## config.mk

```make
export PLATFORM = sky130hd
export DESIGN_NAME = scoreboard_rank_receiver_flat
export DESIGN_NICKNAME = d
export VERILOG_FILES = /design/src/rtl/scoreboard_rank_receiver_if.sv /design/src/rtl/scoreboard_rank_receiver.sv /design/src/flat_wrapper.sv
export SDC_FILE = /design/constraint.sdc
export NUM_CORES = 1
export LEC_CHECK = 0
export CAP_MARGIN = 15
export CORE_ASPECT_RATIO = 1.1
export CORE_MARGIN = 2
export CORE_UTILIZATION = 50
export DETAILED_ROUTE_END_ITERATION = 10
export PLACE_DENSITY = 0.67
export SKIP_LAST_GASP = 1
export SLEW_MARGIN = 20
export SYNTH_ARGS = -nofsm -noshare
export SYNTH_HDL_FRONTEND = slang
export SYNTH_SLANG_ARGS = --single-unit
```

## constraint.sdc

```tcl
create_clock -name clk -period 7.9 [get_ports clk]
set_input_delay 0.79 -clock clk [delete_from_list [all_inputs] [get_ports clk]]
set_output_delay 0.79 -clock clk [all_outputs]
set_load 0.02 [all_outputs]
```

## src/rtl/scoreboard_rank_receiver_if.sv

```systemverilog
// scoreboard_rank_receiver_if: readout stream into the rank receiver and its ranked display/status outputs.
interface scoreboard_rank_receiver_if;
    logic [31:0] scoreboard_output;
    logic        scoreboard_parity;
    logic [15:0] display_userid;
    logic [15:0] display_score;
    logic [2:0]  display_rank;
    logic        display_valid;
    logic        busy;
    logic        done;
    logic [3:0]  entry_count;
    logic        timeout_err;
    modport master (
        output scoreboard_output, scoreboard_parity,
        input  display_userid, display_score, display_rank, display_valid,
        input  busy, done, entry_count, timeout_err
    );
    modport slave (
        input  scoreboard_output, scoreboard_parity,
        output display_userid, display_score, display_rank, display_valid,
        output busy, done, entry_count, timeout_err
    );
endinterface

```

## src/rtl/scoreboard_rank_receiver.sv

```systemverilog
// scoreboard_rank_receiver: sorts streamed {userid,score} words into a top-TOP_N table, then cycles ranks to the display.
// Define SCOREBOARD_TIMEOUT_EN to abort a list after TIMEOUT_CYCLES idle clocks in COLLECT.
module scoreboard_rank_receiver #(
    parameter int TOP_N          = 4,
    parameter int DWELL_CYCLES   = 50_000_000,
    parameter int TIMEOUT_CYCLES = 1024
) (
    input logic                       clk,
    input logic                       rst,
    scoreboard_rank_receiver_if.slave bus
);
    localparam int DW = $clog2(DWELL_CYCLES + 1);
    typedef enum logic [1:0] {IDLE, COLLECT, DONE, DISPLAY} state_t;
    state_t                 state, state_nx;
    logic [TOP_N-1:0][15:0] uid, scr, uid_nx, scr_nx, uid_sh, scr_sh;
    logic [TOP_N-1:0]       vld, vld_nx, vld_sh, base_vld, ge, ge_sh;
    logic [15:0]            w_uid, w_scr, sel_uid, sel_scr;
    logic [DW-1:0]          dwell;
    logic [2:0]             rank;
    logic [3:0]             count;
    logic                   parity_prev, tog, sentinel, start, ins, idle_to, dwell_end;

    if (TOP_N < 2 || TOP_N > 8 || TIMEOUT_CYCLES < 1) begin : g_param_check
        $error("scoreboard_rank_receiver: TOP_N must be 2..8 and TIMEOUT_CYCLES positive");
    end

    assign w_uid     = bus.scoreboard_output[31:16];
    assign w_scr     = bus.scoreboard_output[15:0];
    assign tog       = bus.scoreboard_parity ^ parity_prev;
    assign sentinel  = &bus.scoreboard_output;
    assign start     = tog && !sentinel && (state == IDLE || state == DISPLAY);
    assign ins       = tog && !sentinel && (start || state == COLLECT) && w_scr != 16'd0;
    assign dwell_end = dwell == DW'(DWELL_CYCLES - 1);

    always_comb begin
        state_nx = state;
        if (start) state_nx = COLLECT;
        else if (state == COLLECT && (sentinel || idle_to)) state_nx = DONE;
        else if (state == DONE) state_nx = DISPLAY;
    end

    // ge marks entries that stay ahead of the new word (>= keeps earlier arrivals ahead on ties);
    // it is a prefix mask, so the word lands just past it and everything behind shifts down one.
    always_comb begin
        base_vld = start ? '0 : vld;
        ge = '0;
        for (int i = 0; i < TOP_N; i++) ge[i] = base_vld[i] && scr[i] >= w_scr;
        ge_sh  = {ge[TOP_N-2:0], 1'b1};
        vld_sh = {base_vld[TOP_N-2:0], 1'b1};
        uid_sh = {uid[TOP_N-2:0], w_uid};
        scr_sh = {scr[TOP_N-2:0], w_scr};
        vld_nx = base_vld;
        uid_nx = uid;
        scr_nx = scr;
        for (int i = 0; i < TOP_N; i++)
            if (ins && !ge[i]) begin
                uid_nx[i] = ge_sh[i] ? w_uid : uid_sh[i];
                scr_nx[i] = ge_sh[i] ? w_scr : scr_sh[i];
                vld_nx[i] = ge_sh[i] | vld_sh[i];
            end
    end

    always_comb begin
        count   = '0;
        sel_uid = '0;
        sel_scr = '0;
        for (int i = 0; i < TOP_N; i++) begin
            count = count + 4'(vld[i]);
            if (rank == 3'(i)) begin
                sel_uid = uid[i];
                sel_scr = scr[i];
            end
        end
    end

    assign bus.display_userid = state == DISPLAY ? sel_uid : '0;
    assign bus.display_score  = state == DISPLAY ? sel_scr : '0;
    assign bus.display_rank   = state == DISPLAY ? rank : '0;
    assign bus.display_valid  = state == DISPLAY && count != 4'd0;
    assign bus.busy           = state == COLLECT;
    assign bus.done           = state == DONE;
    assign bus.entry_count    = count;

    always_ff @(posedge clk or negedge rst) begin
        if (!rst) begin
            state       <= IDLE;
            vld         <= '0;
            uid         <= '0;
            scr         <= '0;
            parity_prev <= 1'b0;
            dwell       <= '0;
            rank        <= '0;
        end else begin
            state       <= state_nx;
            vld         <= vld_nx;
            uid         <= uid_nx;
            scr         <= scr_nx;
            parity_prev <= bus.scoreboard_parity;
            dwell       <= (state != DISPLAY || dwell_end) ? '0 : dwell + 1'b1;
            rank        <= state != DISPLAY ? '0 : !dwell_end ? rank :
                           ({1'b0, rank} + 4'd1 >= count) ? '0 : rank + 3'd1;
        end
    end

`ifdef SCOREBOARD_TIMEOUT_EN
    localparam int TW = $clog2(TIMEOUT_CYCLES + 1);
    logic [TW-1:0] idle_cnt;
    logic          err;
    assign idle_to         = state == COLLECT && !tog && !sentinel && idle_cnt == TW'(TIMEOUT_CYCLES - 1);
    assign bus.timeout_err = err;
    always_ff @(posedge clk or negedge rst) begin
        if (!rst) begin
            idle_cnt <= '0;
            err      <= 1'b0;
        end else begin
            idle_cnt <= (state != COLLECT || tog || sentinel) ? '0 : idle_cnt + 1'b1;
            err      <= start ? 1'b0 : idle_to ? 1'b1 : err;
        end
    end
`else
    assign idle_to         = 1'b0;
    assign bus.timeout_err = 1'b0;
`endif
endmodule

```

## src/flat_wrapper.sv

```systemverilog
// flat-port wrapper written by rule: the top's interface ports become plain ports
module scoreboard_rank_receiver_flat 
#(
    parameter int TOP_N          = 4,
    parameter int DWELL_CYCLES   = 50_000_000,
    parameter int TIMEOUT_CYCLES = 1024
)
  (clk, rst, bus_scoreboard_output, bus_scoreboard_parity, bus_display_userid, bus_display_score, bus_display_rank, bus_display_valid, bus_busy, bus_done, bus_entry_count, bus_timeout_err);
  scoreboard_rank_receiver_if bus_i ();
  input logic clk;
  input logic rst;
  input wire logic [$bits(bus_i.scoreboard_output)-1:0] bus_scoreboard_output;
  input wire logic [$bits(bus_i.scoreboard_parity)-1:0] bus_scoreboard_parity;
  output wire logic [$bits(bus_i.display_userid)-1:0] bus_display_userid;
  output wire logic [$bits(bus_i.display_score)-1:0] bus_display_score;
  output wire logic [$bits(bus_i.display_rank)-1:0] bus_display_rank;
  output wire logic [$bits(bus_i.display_valid)-1:0] bus_display_valid;
  output wire logic [$bits(bus_i.busy)-1:0] bus_busy;
  output wire logic [$bits(bus_i.done)-1:0] bus_done;
  output wire logic [$bits(bus_i.entry_count)-1:0] bus_entry_count;
  output wire logic [$bits(bus_i.timeout_err)-1:0] bus_timeout_err;
  assign bus_i.scoreboard_output = bus_scoreboard_output;
  assign bus_i.scoreboard_parity = bus_scoreboard_parity;
  assign bus_display_userid = bus_i.display_userid;
  assign bus_display_score = bus_i.display_score;
  assign bus_display_rank = bus_i.display_rank;
  assign bus_display_valid = bus_i.display_valid;
  assign bus_busy = bus_i.busy;
  assign bus_done = bus_i.done;
  assign bus_entry_count = bus_i.entry_count;
  assign bus_timeout_err = bus_i.timeout_err;
  scoreboard_rank_receiver #(.TOP_N(TOP_N), .DWELL_CYCLES(DWELL_CYCLES), .TIMEOUT_CYCLES(TIMEOUT_CYCLES)) u_core (.clk(clk), .rst(rst), .bus(bus_i));
endmodule
```

---- Word-level counts from Yosys, hierarchy flattened ----
Index checks and enable logic that the tools add are counted.
storage, ports and cells
  register bits ........................... 164
operators by class
  $add $sub $neg .......................... 6
  magnitude comparators ................... 5
  eq/ne operators ......................... 8
  multiplexer cells ....................... 29
  bitwise logic cells ..................... 4
  reductions and logical operators ........ 29
operator list
  cell                                            number
  two-way mux 16 bit                              16
  greater-or-equal comparator 16 bit              4
  AND reduction 32 bit                            1
  adder 26 x 1 -> 26 bit (second input constant)  1
  == test 26 bit (second input constant)          1
  two-way mux 26 bit                              1
  nonzero test 16 bit                             1
  logical AND 1 bit                               14
  two-way mux 3 bit                               4
  adder 4 x 1 -> 4 bit                            2
  == test 3 x 2 -> 1 bit (second input constant)  2
  two-way mux 2 bit                               3
  logical NOT 1 bit                               5
  adder 3 x 1 -> 4 bit (second input constant)    1
  == test 2 bit (second input constant)           2
  greater-or-equal comparator 4 bit               1
  two-way mux 1 bit                               4
  two-way mux 4 bit                               1
  nonzero test 4 bit                              1
  adder 3 x 1 -> 3 bit (second input constant)    1
  == test 3 x 1 -> 1 bit (second input constant)  1
  logical NOT 3 bit                               1
  logical OR 1 bit                                3
  bitwise OR 1 bit                                3
  7 further kinds                                 7

---- Depth between registers and ports, before layout ----
  word-level depth ........................ 9
  mapped depth ............................ 11
  depth with buffers taken out ............ 11

---- Least setup slack after synthesis ----
OpenSTA, ideal clock, no wires.
  kind .................................... input to register
  from .................................... input bus_scoreboard_output[14]
  to ...................................... register u_core.uid[53] (netlist name)
  setup time .............................. 0.125 ns
  data arrival time ....................... 3.001 ns
  setup slack ............................. 4.774 ns
  stages .................................. 10
  buffers on the path ..................... 2
  cells stage by stage .................... inv_1 -> ha_1 -> nand4_1 -> or3_1 -> a2111oi_2 -> o211a_1 -> buf_6 -> buf_12 -> mux2_1 -> mux2_2
between the ends
  longest elaborated chain between the ends .. 8
  elaborated cells between the ends (all ways) .. 16
  classes of those cells .................. 2 x order compare; 2 x mux; 12 x reduce/logical
RTL lines
  element                                                                     line                            source
  start: declaration                                                          flat_wrapper.sv:12              input wire logic [$bits(bus_i.scoreboard_output)-1:0] bus_scoreboard_output;
  branches (longest 8 deep; another with greater-or-equal comparator 16 bit)  n/a
  end signal: assignment                                                      scoreboard_rank_receiver.sv:96  uid <= uid_nx;
  end: declaration                                                            scoreboard_rank_receiver.sv:15  logic [TOP_N-1:0][15:0] uid, scr, uid_nx, scr_nx, uid_sh, scr_sh;
Several ways; the timed one is not identified.
A chain may end at the register's enable or synchronous reset.

---- Worst setup path after layout ----
  from .................................... input bus_scoreboard_output[14]
  to ...................................... register u_core.uid[34] (netlist name)
Same word-level chain as after synthesis.

==> impl_results.md <==
- Outcome: finished, final reports clean
- Slowest cell on crit path: nand3_2
- Core area: 20600 µm²
- I/O pins: 78
- Ys Warns: 0
- Final setup viols: 0
- Post-route ant nets: 0
- Commonest cells in the netlist: dfrtp_1 (164), nor2_1 (134), a21oi_1 (86)
- Pwr/cell area: 370 nW/µm²
- Initial antenna violation count: 0
- Register-to-register setup slack: 4.17 ns
- RSZ-0062 raised after global routing: false
- CP required: 8.22 ns
- Routed len/inst: 19.5 µm
- Routed wire length: 25600 µm
- Number of flops mapped to enable cells by yosys: 0
- Detailed Place HPWL: 16600 µm
- Max_slew headroom: 24.4%
- Final TNS setup: 0 ns
- Fill cell count: 1812
- Post-CTS setup repair buffer count: 0
- Final Hold Fails: 0
- Worst-Margin Slew: 1.13 ns
- Pre-Repair DR Iteration Count: 5
- Minimum clock period: 4.50 ns
- Area grow syn2layout: 13.8%
- Via count: 7731
- Synth Instances: 997
- Pleak: 5.24 nW
- Synth cell types: 56
- First-pass GRT wire length: 41800 µm
- Clock Path Buffers: 2
- CTS clk-pin slew, worst paths: 0.07 ns
- Worst Setup SP: bus_scoreboard_output[14]
- Nets: 1162
- Critical path arrival: 4.82 ns
- Most frequent cell after synthesis: dfrtp_1
- Final worst path period share: 57.0%
- Clk_lat worst skew: 0.43 ns
- Worst slack, placed: 3.03 ns
- Avg Inst Size Synth: 10.6 µm²
- Num rows: 55
- Worst R2R End: u_core.uid[34]
- Die X: 143 µm
- Largest net degree at the start of global routing: 85
- Register bit total from synthesis: 164
- Die outline height: 156 µm
- Worst Setup Start Kind: input port
- Multi-input logic area: 5990 µm²
- Sequential share of the synthesized area: 38.9%
- Top cell family by delay on the critical path: simple AND/OR/NAND/NOR gates
- Clock root cell: clkbuf_16
- Post-CTS Resized: 0
- Mapped cell area: 10600 µm²
- Worst Path Max Fanout: 32
- CP Class: input port to register
- FF-to-FF Start: u_core.scr[30]
- Vias per inst: 5.87
- Residual DRC: 0
- Peak supply drop: 0.212 mV
- Area share of the largest cell type after synthesis: 38.9%
- Reg2reg path depth: 8
- Tot GR Track Use: 23.8%
- Largest stage delay, worst path: 0.94 ns
- CP most frequent cell: o211ai_1
- Primary FF master, synth: dfrtp_1
- Final slew viol count: 0
- Die ar.: 22300 µm²
- Clock Skews: 0.00980 ns
- Layout cells sized above 1: 17.4%
- Final core utilization: 58.2%
- Number of I/O port buffers: 75
- Total grt overflow: 0
- Max frequency: 222 MHz
- Area leader, netlist: dfrtp_1
- CTS Hold Bufs: 0
- CP Cell Sequence: clkdlybuf4s50_1 -> inv_1 -> ha_1 -> nand4_1 -> nor4_1 -> o211ai_1 -> o211ai_1 -> nand3_2 -> mux2_1 -> mux2_4
- Initial DRC count: 336
- Ranking of synthesized cells by area: dfrtp_1 (39%), ha_1 (9.2%), mux2_4 (8.1%)
- Reg area: 4100 µm²
- Clock sinks: 164
- Max Cap Violations: 0
- H-tree depth: 4
- CP Capture Type: register
- CTS tree: yes
- Buf+Inv Stages, Crit Path: 2
- Async SR Flop Fraction: 100%
- CTS buffer count: 17
- Via count of the first global-routing pass: 7846
- Starting Density: 51.1%
- Final Wtd Congestion: 0.815
- Worst hold-check path type: input port to asynchronous set/reset pin
- Number of antenna repair diodes: 0
- Post-route setup slack: 3.40 ns
-- layout by cell type (no fill, tap or decap), drive strengths merged, types with 10 or more instances in the layout --
master,count
clkbuf,18
inv,47
buf,13
clkdlybuf4s50,74
dfrtp,164
nand3,17
ha,78
a22oi,32
mux2i,37
nor4,10
xor2,17
nand4,26
a21oi,86
nand2,25
a211oi,36
mux2,155
o21ai,13
nor2,135
-- kinds of logic after synthesis --
kind of cell / after synthesis / synth area share (%)
xor gates and xnor gates: 25 / 2.07
DFF: 164 / 38.9
muxes: 192 / 22.1
other: 1 / 0.0355
adders and majority gates: 79 / 9.44
AOI/OAI and AO/OA: 199 / 12.2
and+or+nand+nor: 239 / 10.5
buffers and inverters: 98 / 4.84
-- through the flow --
stage / power [mW] / instances / area (µm²) / hold WS, ns
after floorplan: 3.16 / 998 / 10600 / 0.476
after global placement: 3.55 / 1285 / 11400 / 0.489
after detailed placement: 3.61 / 1285 / 11400 / 0.496
after CTS: 4.46 / 1317 / 12000 / 0.437
after global routing: 4.73 / 1317 / 12000 / 0.484
final: 4.44 / 1317 / 12000 / 0.409
-- cell type report --
class / count / area share (%)
Clock buffer: 18 / 3.66
Clock inverter: 14 / 1.24
Inverter: 42 / 1.31
Multi-Input combinational cell: 736 / 49.9
Sequential cell: 164 / 34.2
Tap cell: 256 / 2.67
Timing Repair Buffer: 87 / 7.04
-- how the worst max path moves through the flow --
stage                          end  slack, ns  cells after the start
floorplan           u_core.uid[53]       4.77                     10
global placement    u_core.scr[50]       3.11                     10
detailed placement  u_core.uid[34]       3.03                     10
CTS                 u_core.uid[34]       3.44                     10
global route        u_core.uid[32]       3.29                     10
finish              u_core.uid[34]       3.40                     10
-- state kept, by name, summed over array words and instances, names as in the netlist --
register,count
u_core.state,2
u_core.dwell,26
u_core.vld,4
u_core.scr,64
u_core.rank,3
u_core.parity_prev,1
u_core.uid,64
-- layer usage --
layer / vias to the layer above / global-route usage (%) / routed length [µm]
met2: 147 / 40.0 / 12300
met5: - / 0 / 0
met1: 3843 / 32.5 / 12000
met4: 0 / 6.46 / 320
met3: 28 / 3.21 / 961
li1: 3713 / - / -
-- power breakdown --
group / internal [mW] / total [mW] / switching [mW]
registers: 1.19 / 1.50 / 0.312
clock network: 0.453 / 0.834 / 0.381
logic: 1.13 / 2.10 / 0.965
No activity file was read; power rests on OpenSTA's default activity.
